===== src/rtl/dff_wr_arbiter.sv =====
// rtl/dff_wr_arbiter.sv - round-robin write arbiter/sequencer for one shared register.
// Define DFF_WR_ARBITER_FIXED_PRIO_EN for fixed priority (lowest valid index wins).
module dff_wr_arbiter #(
  parameter int Width      = 4,
  parameter int NumReq     = 4,
  parameter int HoldCycles = 2,
  localparam int OwnerW    = (NumReq > 1) ? $clog2(NumReq) : 1
) (
  input  logic                    clk_i,
  input  logic                    rst_ni,
  input  logic [NumReq-1:0]       req_valid_i,
  input  logic [NumReq*Width-1:0] req_data_i,
  output logic [NumReq-1:0]       req_ready_o,
  output logic [Width-1:0]        reg_o,
  output logic [OwnerW-1:0]       owner_o,
  output logic                    upd_o,
  output logic                    busy_o
);

  typedef enum logic [1:0] {IDLE, WRITE, HOLD} state_e;

  state_e              state_q;
  logic [OwnerW-1:0]   grant_q;
  logic [OwnerW-1:0]   owner_q;
  logic [Width-1:0]    reg_q;
  logic [NumReq-1:0]   ready_q;
  logic [7:0]          cnt_q;
  logic                upd_q;
  logic [OwnerW-1:0]   ptr;
  logic [OwnerW-1:0]   ptr_d;
  logic [OwnerW-1:0]   win;
  logic                found;

`ifdef DFF_WR_ARBITER_FIXED_PRIO_EN
  assign ptr = '0;
`else
  logic [OwnerW-1:0] ptr_q;
  assign ptr = ptr_q;
`endif

  // Scan ptr, ptr+1, ... modulo NumReq; first valid index wins.
  always_comb begin
    int idx;
    win   = '0;
    found = 1'b0;
    idx   = 0;
    for (int i = 0; i < NumReq; i++) begin
      idx = int'(ptr) + i;
      if (idx >= NumReq) idx = idx - NumReq;
      if (!found && req_valid_i[idx]) begin
        found = 1'b1;
        win   = OwnerW'(idx);
      end
    end
  end

  always_comb begin
    ptr_d = '0;
    if (int'(grant_q) != NumReq - 1) ptr_d = grant_q + 1'b1;
  end

  always_ff @(posedge clk_i or negedge rst_ni) begin
    if (!rst_ni) begin
      state_q <= IDLE;
      grant_q <= '0;
      owner_q <= '0;
      reg_q   <= '0;
      ready_q <= '0;
      cnt_q   <= '0;
      upd_q   <= 1'b0;
`ifndef DFF_WR_ARBITER_FIXED_PRIO_EN
      ptr_q   <= '0;
`endif
    end else begin
      case (state_q)
        IDLE: begin
          upd_q <= 1'b0;
          if (found) begin
            grant_q <= win;
            ready_q <= {{(NumReq-1){1'b0}}, 1'b1} << win;
            state_q <= WRITE;
          end
        end
        WRITE: begin
          ready_q <= '0;
          if (req_valid_i[grant_q]) begin
            reg_q   <= req_data_i[grant_q*Width +: Width];
            owner_q <= grant_q;
            upd_q   <= 1'b1;
            cnt_q   <= 8'(HoldCycles);
            state_q <= HOLD;
`ifndef DFF_WR_ARBITER_FIXED_PRIO_EN
            ptr_q   <= ptr_d;
`endif
          end else begin
            state_q <= IDLE;
          end
        end
        HOLD: begin
          upd_q <= 1'b0;
          cnt_q <= (cnt_q != 8'd0) ? cnt_q - 8'd1 : 8'd0;
          if (cnt_q <= 8'd1) state_q <= IDLE;
        end
        default: begin
          state_q <= IDLE;
          ready_q <= '0;
          upd_q   <= 1'b0;
        end
      endcase
    end
  end

  assign req_ready_o = ready_q;
  assign reg_o       = reg_q;
  assign owner_o     = owner_q;
  assign upd_o       = upd_q;
  assign busy_o      = (state_q != IDLE);

endmodule


===== config.mk =====
export PLATFORM = sky130hd
export DESIGN_NAME = dff_wr_arbiter
export DESIGN_NICKNAME = d
export VERILOG_FILES = /design/src/rtl/dff_wr_arbiter.sv
export SDC_FILE = /design/constraint.sdc
export NUM_CORES = 1
export LEC_CHECK = 0
export ABC_AREA = 0
export ABC_CLOCK_PERIOD_IN_PS = 3800
export BUFFER_PORTS_ARGS = -buffer_cell sky130_fd_sc_hd__buf_4
export CAP_MARGIN = 20
export CORE_MARGIN = 3
export CORE_UTILIZATION = 50
export DETAILED_ROUTE_END_ITERATION = 10
export PLACE_DENSITY = 0.75
export SLEW_MARGIN = 15
export SYNTH_ARGS = -nofsm -noshare
export SYNTH_HDL_FRONTEND = slang
export SYNTH_SLANG_ARGS = --single-unit

===== constraint.sdc =====
create_clock -name clk_i -period 3.8 [get_ports clk_i]
set_input_delay 0.76 -clock clk_i [delete_from_list [all_inputs] [get_ports clk_i]]
set_output_delay 0.76 -clock clk_i [all_outputs]
set_load 0.005 [all_outputs]

==> flow_summary_export.csv <==
group,metric,value,unit
global_route,overflow,0,
synthesis,synth.avg_cell_area,11.6,um^2
placed_design,port_buffers,33,
critical_path,crit_required,3040,ps
drt,wl,3050,um
drt,route.detailed.drc,0,
power_and_ir_drop,power_density,785,mW/mm^2
synthesis,ys_warn_count,0,
sta,tightest_slew,514,ps
sta,fmax,491,MHz
final_layout,fin_area,0.00171,mm^2
synthesis,syn_inst,123,
synthesis,ys_seq_area_share,44.0,%
synthesis,ys_types,45,
power_and_ir_drop,p_total,1.34,mW
global_route,antenna_found_initial,0,
synthesis,synth_area_leader_cell,"dfrtp_1",
placed_design,gp_congestion,0.894,
global_route,grtUsageTotal,19.7,%
drt,vias,1149,
job,maxCapViolCount,0,
power_and_ir_drop,p_leak,0.814,nW
global_route,grt_first_pass_wirelength,5240,um
placed_design,placed_cell_area,0.00168,mm^2
die,die_x,59.3,um
cts,cts_hold_buf,0,
drt,wl_per_cell,16.4,um
synthesis,synth.top_cell.area_share,44.0,%
power_and_ir_drop,swShare,39.9,%
drt,via_per_inst,6.18,
die,die-area,0.00352,mm^2
sta,final.hold.worst_slack,310,ps
power_and_ir_drop,seq_power_share,40.0,%
sta,setup_tns,0,ps
drt,drt_iter0_drc,49,
status,status,"completed",
synthesis,synth.area.top_cells,"dfrtp_1, mux4_2, mux2_2",
cts,cts_tree,"built",
cts,clk_path_buf_depth,2,
critical_path,endpoint_kind,"primary output",
sta,min_period_over_period,53.6,%
die,initial_utilization,54.9,%
placed_design,hpwl,2310,um
cts,post_cts_buffers,0,
synthesis,synthArstFlopShare,100,%
sta,final_hold_viol_count,0,
synthesis,synth_edf_count,0,
drt,drt_first_pass_iters,5,
die,io_pins,34,
synthesis,ys.flop_type,"dfrtp_1",
final_layout,final_layout_size_suffix_gt1_share,37.2,%
final_layout,num_antenna_cells,0,
power_and_ir_drop,ir_drop,0.510,mV
sta,finalCriticalPeriod,2040,ps
power_and_ir_drop,p_sw,535,uW
drt,postRouteAntennaNets,0,
global_route,grt_pass1_vias,1124,
sta,slew-limit-headroom,65.4,%
critical_path,critPathArrivalTime,1280,ps
sta,grt_setup_unrepaired,"no",
sta,setup_violations,0,
critical_path,path_class,"reg -> out",
cts,cts_inserted_buffers,3,
sta,fin_skew,6.11,ps
sta,drv_slew,0,
global_route,grt_max_degree,26,
cts,cts_resized,0,
cts,clock_latency,320,ps
synthesis,netlist_area,0.00142,mm^2
final_layout,area_growth,20.1,%
die,rows,18,
synthesis,syn_nets,149,
cts,path_clk_slew,140,ps
die,core,0.00259,mm^2
final_layout,num-nets-final,183,
cts,cts-htree-levels,1,
power_and_ir_drop,clockPowerShare,9.0,%
synthesis,synth_seq_cells,25,
cts,cts-root-buf,"clkbuf_4",
cts,clock_sinks,25,
critical_path,cp_max_fo,7,
power_and_ir_drop,intPower,807,uW
die,die_h,59.3,um
critical_path,startpoint_type,"flip-flop",
worst_hold_path,min-delay-path-class,"in -> async",
power_and_ir_drop,pwr-share-comb,50.9,%
[cells by family (layout without fill, tap and decap cells)]
kind of cell    after synthesis  count (layout)  synth area share [%]
compound gates               34              34                  19.1
fa+ha+maj                     4               4                  3.52
buf+inv                       9              42                  3.08
flops                        25              25                  44.0
mux                          16              16                  15.9
simple gates                 35              35                  14.4
[cell usage in the layout, fill, tap and decap left out, types with 3 or more instances in the layout]
cell	n
buf_4	33
dfrtp_1	25
mux2_2	7
nor2_1	6
inv_1	5
nor3_1	5
nand2b_1	4
a21o_1	4
a21oi_1	4
mux4_2	4
nand2_1	4
a32o_1	4
ha_1	4
o22ai_1	3
o21ai_0	3
mux2i_1	3
clkbuf_4	3
[stage by stage]
stage / setup slack (ps) / std cells / utilization, %
finish: 1760 / 186 / 66.0
global route: 1690 / 186 / 66.0
CTS: 1750 / 186 / 66.0
detailed placement: 1780 / 182 / 65.0
global placement: 1820 / 182 / 65.0
floorplan: 1840 / 123 / -
[state kept, by name, indices dropped and copies added, names as in the netlist]
signal and cells:
upd_o 1, cnt_q 8, grant_q 2, owner_o 2, reg_o 4, req_ready_o 4, ptr 2, state_q 2
[synth_stat cells (3+ instances only)]
cell type  instances
a21o_1             4
a21oi_1            4
a32o_1             4
dfrtp_1           25
ha_1               4
inv_1              5
mux2_2             7
mux2i_1            3
mux4_2             4
nand2_1            4
nand2b_1           4
nor2_1             6
nor3_1             5
o21ai_0            3
o22ai_1            3
[power groups by stage]
stage	Clock, mW	Combinational, mW	Sequential (mW)
6_report	0.121	0.683	0.537
5_1_grt	0.135	0.760	0.561
4_1_cts	0.126	0.687	0.536
3_5_place_dp	0	0.683	0.541
3_3_place_gp	0	0.664	0.535
2_1_floorplan	0	0.530	0.485
[worst paths after layout]
kind / startpoint / endpoint / slack, ps / depth (start not counted)
max in group asynchronous: rst_ni / cnt_q[5]$_DFFE_PN0P_ / 3240 / 1
min in group clk_i: req_ready_o[0]$_DFFE_PN0P_ / req_ready_o[0]$_DFFE_PN0P_ / 510 / 1
hold reg to reg: req_ready_o[0]$_DFFE_PN0P_ / req_ready_o[0]$_DFFE_PN0P_ / 510 / 1
setup reg to reg: grant_q[0]$_DFFE_PN0P_ / cnt_q[7]$_DFFE_PN0P_ / 1840 / 4
setup / recovery: state_q[1]$_DFFE_PN0P_ / busy_o / 1760 / 2
hold / removal: rst_ni / reg_o[2]$_DFFE_PN0P_ / 310 / 1
[area by class of cell]
type | count | area (um^2)
Multi-Input combinational cell | 89 | 753
Timing Repair Buffer | 33 | 248
Fill cell | 212 | 881
Tap cell | 30 | 37.5
Inverter | 5 | 18.8
Clock buffer | 4 | 26.3
Sequential cell | 25 | 626
[critical path: stages, from the launching register on]
cell	delay, ps
dfrtp_1	470
or2_2	340
buf_4	140
[layer usage]
metal / GRT usage (%) / vias to the layer above / share of wire [%]
met2: 34.3 / 42 / 49
met1: 25.2 / 560 / 43
met4: 2.91 / 0 / 0.59
li1: - / 545 / -
met5: 0 / - / 0
met3: 4.79 / 2 / 6.8
Note: power is estimated with default switching activity, not from simulation.
